### src/rtl/piso_pkg.sv
// Shared types and helpers for the serial transmit / capture chain.
package piso_pkg;

   typedef enum logic {
      IDLE  = 1'b0,
      SHIFT = 1'b1
   } state_t;

   // Width of a counter that spans 0 .. width-1.
   function automatic int cnt_w(input int width);
      return $clog2(width);
   endfunction

endpackage

### src/rtl/bit_down_counter.sv
// Loadable down counter with enable and zero flag; stops at zero instead of wrapping.
module bit_down_counter #(
   parameter int W = 3
) (
   input  logic         clock,
   input  logic         reset,
   input  logic         load,
   input  logic [W-1:0] load_value,
   input  logic         en,
   output logic [W-1:0] count,
   output logic         zero
);

   always_ff @(posedge clock) begin
      if (reset)
         count <= '0;
      else if (load)
         count <= load_value;
      else if (en && (count != '0))
         count <= count - 1'b1;
   end

   assign zero = (count == '0);

endmodule

### src/rtl/piso_shift_tx.sv
// Parallel-in serial-out transmitter: valid/ready word load, one bit per enabled clock.
module piso_shift_tx
   import piso_pkg::*;
#(
   parameter int WIDTH     = 8,
   parameter bit MSB_FIRST = 1'b1
) (
   input  logic             clock,
   input  logic             reset,
   input  logic [WIDTH-1:0] load_data,
   input  logic             load_valid,
   output logic             load_ready,
   input  logic             shift_en,
   output logic             sout,
   output logic             sout_valid,
   output logic             done
);

   localparam int CW = cnt_w(WIDTH);

   state_t           state, state_nxt;
   logic [WIDTH-1:0] shreg, shreg_nxt;
   logic             sout_nxt, sout_valid_nxt, done_nxt;
   logic [CW-1:0]    bitcnt;
   logic             cnt_zero;
   logic             accept, advance;

   bit_down_counter #(.W(CW)) u_cnt (
      .clock      (clock),
      .reset      (reset),
      .load       (accept),
      .load_value (CW'(WIDTH - 1)),
      .en         (advance),
      .count      (bitcnt),
      .zero       (cnt_zero)
   );

   // Ready while idle, or on the enabled last-bit cycle so a new word follows with no gap.
   assign load_ready = (state == IDLE) || (shift_en && cnt_zero);
   assign accept     = load_valid && load_ready;
   assign advance    = (state == SHIFT) && shift_en && !cnt_zero;

   always_comb begin
      state_nxt      = state;
      shreg_nxt      = shreg;
      sout_nxt       = sout;
      sout_valid_nxt = sout_valid;
      done_nxt       = done;
      if (accept) begin
         state_nxt      = SHIFT;
         shreg_nxt      = load_data;
         sout_nxt       = MSB_FIRST ? load_data[WIDTH-1] : load_data[0];
         sout_valid_nxt = 1'b1;
         done_nxt       = 1'b0;
      end else if ((state == SHIFT) && shift_en) begin
         if (!cnt_zero) begin
            if (MSB_FIRST) begin
               shreg_nxt = {shreg[WIDTH-2:0], 1'b0};
               sout_nxt  = shreg[WIDTH-2];
            end else begin
               shreg_nxt = {1'b0, shreg[WIDTH-1:1]};
               sout_nxt  = shreg[1];
            end
            done_nxt = (bitcnt == CW'(1));
         end else begin
            state_nxt      = IDLE;
            sout_nxt       = 1'b0;
            sout_valid_nxt = 1'b0;
            done_nxt       = 1'b0;
         end
      end
   end

   always_ff @(posedge clock) begin
      if (reset) begin
         state      <= IDLE;
         shreg      <= '0;
         sout       <= 1'b0;
         sout_valid <= 1'b0;
         done       <= 1'b0;
      end else begin
         state      <= state_nxt;
         shreg      <= shreg_nxt;
         sout       <= sout_nxt;
         sout_valid <= sout_valid_nxt;
         done       <= done_nxt;
      end
   end

endmodule

### config.mk
export PLATFORM = sky130hd
export DESIGN_NAME = piso_shift_tx
export DESIGN_NICKNAME = d
export VERILOG_FILES = /design/src/rtl/piso_pkg.sv /design/src/rtl/bit_down_counter.sv /design/src/rtl/piso_shift_tx.sv
export SDC_FILE = /design/constraint.sdc
export NUM_CORES = 1
export LEC_CHECK = 0
export BUFFER_PORTS_ARGS = -buffer_cell sky130_fd_sc_hd__buf_2
export CAP_MARGIN = 10
export CORE_UTILIZATION = 50
export CTS_BUF_LIST = sky130_fd_sc_hd__clkbuf_16
export DETAILED_ROUTE_END_ITERATION = 16
export GPL_TIMING_DRIVEN = 0
export HOLD_SLACK_MARGIN = 0.05
export PLACE_DENSITY = 0.75
export SETUP_SLACK_MARGIN = 0.2
export SLEW_MARGIN = 20
export SYNTH_ARGS = -nofsm -noshare
export SYNTH_HDL_FRONTEND = slang
export SYNTH_HIERARCHICAL = 1
export SYNTH_SLANG_ARGS = --single-unit
### constraint.sdc
create_clock -name clock -period 2.35 [get_ports clock]
set_input_delay 0.5875 -clock clock [delete_from_list [all_inputs] [get_ports clock]]
set_output_delay 0.5875 -clock clock [all_outputs]
set_load 0.1 [all_outputs]
Yosys cells after proc, flatten, opt, wreduce, memory -nomap -nowiden
Index checks and enable logic that the tools add are counted.
{ "op_classes": {"n_reduce_logical": 15, "n_eq_ne": 2, "add_sub_neg": 1, "n_mux": 12, "bitwise_logic": 1} }
{ "op_table": {"columns": ["op", "n"], "rows": [
  ["two-way mux 7 bit", 3],
  ["two-way mux 1 bit", 7],
  ["two-way mux 3 bit", 2],
  ["nonzero test 2 bit", 3],
  ["logical AND 1 bit", 5],
  ["AND reduction 2 bit", 2],
  ["== test 3 x 1 -> 1 bit, second input constant", 1],
  ["zero test 3 bit", 1],
  ["nonzero test 3 bit", 1],
  ["subtractor 3 x 1 -> 3 bit, second input constant", 1],
  ["!= test 2 x 1 -> 1 bit, second input constant", 1],
  ["OR reduction 2 bit", 1],
  ["zero test 1 bit", 1],
  ["logical OR 1 bit", 1],
  ["NOT 1 bit", 1]
]} }
{ "word_totals": {"inputBits": 12, "register_bits": 13, "elab_cells": 36, "output_inout_bits": 4} }

Longest topological paths before layout
{ "depth": {"depth_word": 6, "depth_mapped": 9} }

Cells and area by module
Netlist, hierarchy kept.
{ "by_module_without_submodules": {"columns": ["module", "area_per_inst_um2", "cells_each", "instances"], "rows": [
  ["piso_shift_tx", 501.7, 52, 1],
  ["bit_down_counter", 182.7, 21, 1]
]} }

Worst setup path after synthesis
Ideal clock, no wire load.
{ "synth_timing": {"path_kind": "register to register", "from": "register state", "to": "register u_cnt.count[2]", "path_stages_with_launch": 7, "arrival_ns": 2.392, "period_less_slack_ns": 2.466, "setup_ns": 0.074, "path_slack_ns": -0.116, "cell_sequence": "dfxtp_1 a21boi_4 inv_2 nand2_4 inv_2 or3_1 a31oi_1"} }
{ "synth_between": {"elab_chain_cells": 4, "word_cells_on_any_way": 8, "cone_classes": "mux: 1; bitwise: 1; reduce/logical: 6"} }
{ "synth_rtl": {"columns": ["item", "line", "source"], "rows": [
  ["start, declared", "piso_shift_tx.sv:21", "state_t state, state_nxt;"],
  ["start signal, assigned", "piso_shift_tx.sv:82", "state <= state_nxt;"],
  ["NOT 1 bit (*)", "piso_shift_tx.sv:39", "assign load_ready = (state == IDLE) || (shift_en && cnt_zero);"],
  ["logical OR 1 bit (*)", "piso_shift_tx.sv:39", null],
  ["named net load_ready", "piso_shift_tx.sv:12", "output logic load_ready,"],
  ["logical AND 1 bit (*)", "piso_shift_tx.sv:40", "assign accept = load_valid && load_ready;"],
  ["named net accept", "piso_shift_tx.sv:26", "logic accept, advance;"],
  ["two-way mux 3 bit / nonzero test 2 bit (equally long branches)", null, null],
  ["end signal, assigned", "bit_down_counter.sv:18", "count <= load_value;"],
  ["end signal, assigned", "bit_down_counter.sv:20", "count <= count - 1'b1;"],
  ["end, declared", "bit_down_counter.sv:10", "output logic [W-1:0] count,"]
]} }
Mark *: on every way through the listed nets, which the timed path passes. The rest lies on a longest branch.
A chain may end at the register's enable or synchronous reset.

Worst setup path after layout
{ "layout_timing": {"from": "register u_cnt.count[1]", "to": "output port load_ready"} }
{ "layout_between": {"elab_chain_cells": 3} }
{ "layout_rtl": {"columns": ["item", "line", "source"], "rows": [
  ["zero test 3 bit", "bit_down_counter.sv:23", "assign zero = (count == '0);"],
  ["named net cnt_zero", "piso_shift_tx.sv:25", "logic cnt_zero;"],
  ["logical AND 1 bit", "piso_shift_tx.sv:39", null],
  ["logical OR 1 bit", "piso_shift_tx.sv:39", null],
  ["end, declared", "piso_shift_tx.sv:12", null]
]} }
The timed path passes the listed nets, and every way through them passes these cells.

==> metrics.md <==
| Metric | Value |
|---|---|
| Outcome | `completed` |
| Critical path peak fanout | `6` |
| Finished Layout Cells | `109` |
| Routed vias/inst | `5.40` |
| Yosys reg bits | `13` |
| VDD IR max | `~0.00076 V` |
| Clk_lat worst skew | `0.24 ns` |
| TritonCTS Buffers | `3` |
| Reg-to-Reg Start | `u_cnt/count[1]$_SDFFE_PP0P_` |
| DP HPWL | `986 um` |
| Crit. End Element | `primary output` |
| Relative slew slack | `65.7%` |
| Static Leak | `0.000422 uW` |
| Antenna violations before repair | `0` |
| Post-Syn Instances | `73` |
| Share of cells above drive strength 1 | `31.6%` |
| RSZ-0062 raised after global routing | `no` |
| Routability Congestion | `0.741` |
| RR Endpoint | `u_cnt/count[2]$_SDFFE_PP0P_` |
| Layout Utilization | `74.6%` |
| WL final | `1470 um` |
| Cell accounting for the most synthesized area | `dfxtp_1` |
| Pwr Total | `709 uW` |
| DR vias | `between 500 and 600` |
| Comb pwr share | `roughly a fifth` |
| DR WL/cell | `13.5 um` |
| Sequential share of power | `35.4%` |
| Total grt overflow | `0` |
| Peak Freq | `481 MHz` |
| Die X | `39.0 um` |
| Reg2Reg Depth | `9` |
| Site row count | `12` |
| ANT nets after route | `0` |
| Critical path origin | `u_cnt/count[1]$_SDFFE_PP0P_` |
| Req. time, crit path | `~1.8 ns` |
| Clock skew | `approximately 0.0023 ns` |
| CP max-delay cell | `dfxtp_1` |
| Min cycle time layout | `2.08 ns` |
| CTS Buffer Depth | `2` |
| Syn Area/Cell | `9.38 um2` |
| Synth top area share | `38.0%` |
| Final Cycle Share | `88.5%` |
| # port buffers | `15` |
| CP endpoint | `load_ready` |
| Setup violations, final | `0` |
| CTS clk-pin slew, worst paths | `around 0.040 ns` |
| Crit path DAT | `1.49 ns` |
| Post-synth cell types | `26` |
| Switching Share | `a little over a quarter` |
| Initial DRC Count | `8` |
| H-tree depth | `1` |
| Fin. max-slew vios | `0` |
| Net count, final | `110` |
| Clock Sink Count | `13` |
| Cells along the critical path | `inv_1 -> ha_1 -> ha_2 -> a21boi_4 -> inv_4 -> buf_6` |
| Max Cap Violations | `0` |
| Ports | `16` |
| Initial Utilization | `57.7%` |
| Worst Hold Class | `flop to flop` |
| Syn-to-layout area delta | `29.3%` |
| Vias in the first global route | `between 500 and 600` |
| Die H | `39.0 um` |
| Pwr Density | `802 nW/um2` |
| Final Hold Fails | `0` |
| Setup TNS | `0 ns` |
| Largest net degree at the start of global routing | `11` |
| Power Internal | `roughly 520 uW` |
| Ys Warns | `6` |
| Synth area leaders | `dfxtp_1 (38%), mux2i_1 (10%), a211oi_1 (7.7%)` |
| Net Sw Power | `192 uW` |
| Total GRT Usage | `24.0%` |
| Post-synthesis cell area | `684 um2` |
| DRT Pass-1 Iters | `3` |
| Core area | `1190 um2` |
| Crit path kind | `flop to primary output` |
| CTS tree | `done` |
| Worst Tran Pin Value | `0.515 ns` |
| Root Driver | `clkbuf_16` |
| Reg-to-reg slack, setup | `0.48 ns` |
| Die ar. | `between 1500 and 2000 um2` |
| Clock power share | `44.6%` |
| Post-CTS Hold Buffers | `0` |
| Startpoint types | `flop` |
| Worst path max stage delay | `between 0.3 and 0.4 ns` |
| # diodes | `0` |
| Seq/Total Area, Yosys | `38.0%` |
| Inst Count DP | `104` |
| First-pass GRT wire length | `2380 um` |
| Drc violations | `0` |
-- placed cells by master (no fill, tap or decap), drive strengths merged, types with 2 or more instances in the layout --
cell | netlist | layout
nand3b | 3 | 3
clkbuf | 0 | 3
buf | 2 | 18
conb | 1 | 3
a211oi | 7 | 7
inv | 8 | 9
or3 | 2 | 2
a31oi | 2 | 2
dfxtp | 13 | 13
a21oi | 4 | 4
nand2 | 4 | 4
nor3 | 8 | 8
ha | 2 | 2
mux2i | 7 | 7
-- kinds of logic after synthesis --
kind of cell / after synthesis / share of synthesized area (%)
AND/OR/NAND/NOR: 21 / 19.6
adder cells (fa/ha/maj): 2 / 3.66
other: 1 / 0.548
flip-flops: 13 / 38.0
buffers and inverters: 11 / 7.13
XOR/XNOR: 1 / 1.28
AO/OA/AOI/OAI: 17 / 19.6
multiplexers: 7 / 10.2
-- how the worst min path moves through the flow --
| stage | startpoint | endpoint | slack, ns | depth (start not counted) |
|---|---|---|---|---|
| after CTS | shreg[0]$_SDFFE_PP0P_ | shreg[0]$_SDFFE_PP0P_ | 0.51 | 2 |
| final | shreg[0]$_SDFFE_PP0P_ | shreg[0]$_SDFFE_PP0P_ | 0.52 | 2 |
| after global placement | shreg[0]$_SDFFE_PP0P_ | shreg[0]$_SDFFE_PP0P_ | 0.49 | 2 |
| after floorplan | shreg[0]$_SDFFE_PP0P_ | shreg[0]$_SDFFE_PP0P_ | 0.47 | 2 |
| after detailed placement | shreg[0]$_SDFFE_PP0P_ | shreg[0]$_SDFFE_PP0P_ | 0.49 | 2 |
| after global routing | shreg[0]$_SDFFE_PP0P_ | shreg[0]$_SDFFE_PP0P_ | 0.55 | 2 |
-- synth_stat cells --
library cell,n
conb_1,1
ha_1,2
clkinv_1,1
a211oi_1,7
a31oi_1,2
nand3b_1,3
dfxtp_1,13
and2b_2,1
a2111oi_2,1
nand3_1,1
o21a_1,1
xnor2_1,1
nand2_1,3
inv_2,2
o211ai_1,1
nor3_1,8
or3_1,2
inv_1,6
buf_1,1
nand2_4,1
buf_6,1
mux2i_1,7
nand2b_4,1
a21oi_1,4
a21boi_4,1
nor4b_1,1
-- registers in the layout, indices dropped and copies added (netlist names) --
register,count
state,1
shreg,7
u_cnt/count,3
done,1
sout,1
-- power by group through the flow --
| stage | combinational, uW | clock (uW) | sequential (uW) |
|---|---|---|---|
| final | 142 | 317 | 251 |
| after detailed placement | 135 | 0 | 255 |
| after global routing | 155 | 327 | 253 |
| after floorplan | 84.5 | 0 | 274 |
| after global placement | 133 | 0 | 254 |
| after CTS | 141 | 319 | 251 |
-- critical path: cells and delay by family, from the launching register on --
family | cells | cell delay, ns
fa+ha+maj | 2 | 0.40
compound gates | 1 | 0.20
buf+inv | 3 | 0.30
flops | 1 | 0.35
-- through the flow --
stage / hold slack, ns / instance area (um2) / setup slack, ns
2_1_floorplan: 0.468 / 696 / 0.297
3_3_place_gp: 0.487 / 788 / 0.184
3_5_place_dp: 0.495 / 788 / 0.166
4_1_cts: 0.513 / 880 / 0.210
5_1_grt: 0.550 / 885 / 0.204
6_report: 0.519 / 885 / 0.271
-- timing repair --
item,4_1_cts,5_1_grt
cloned,0,0
setup endpoints to repair,1,1
gates resized for setup,2,2
setup buffers,1,0
pin swaps,1,1
-- layout make-up --
type,instances,area [um2]
Buffer,2,15.0
Clock buffer,3,75.1
Clock inverter,1,3.75
Fill cell,99,302
Inverter,9,36.3
Multi-Input combinational cell,51,385
Sequential cell,13,263
Tap cell,14,17.5
Timing Repair Buffer,16,88.8
-- metal layers --
| layer | track usage (%) | wire [um] |
|---|---|---|
| met1 | 26.9 | 661 |
| met4 | 7.76 | 0 |
| met5 | 0 | 0 |
| met3 | 8.67 | 61 |
| met2 | 41.7 | 747 |
Power figures use the tool's default switching activity.
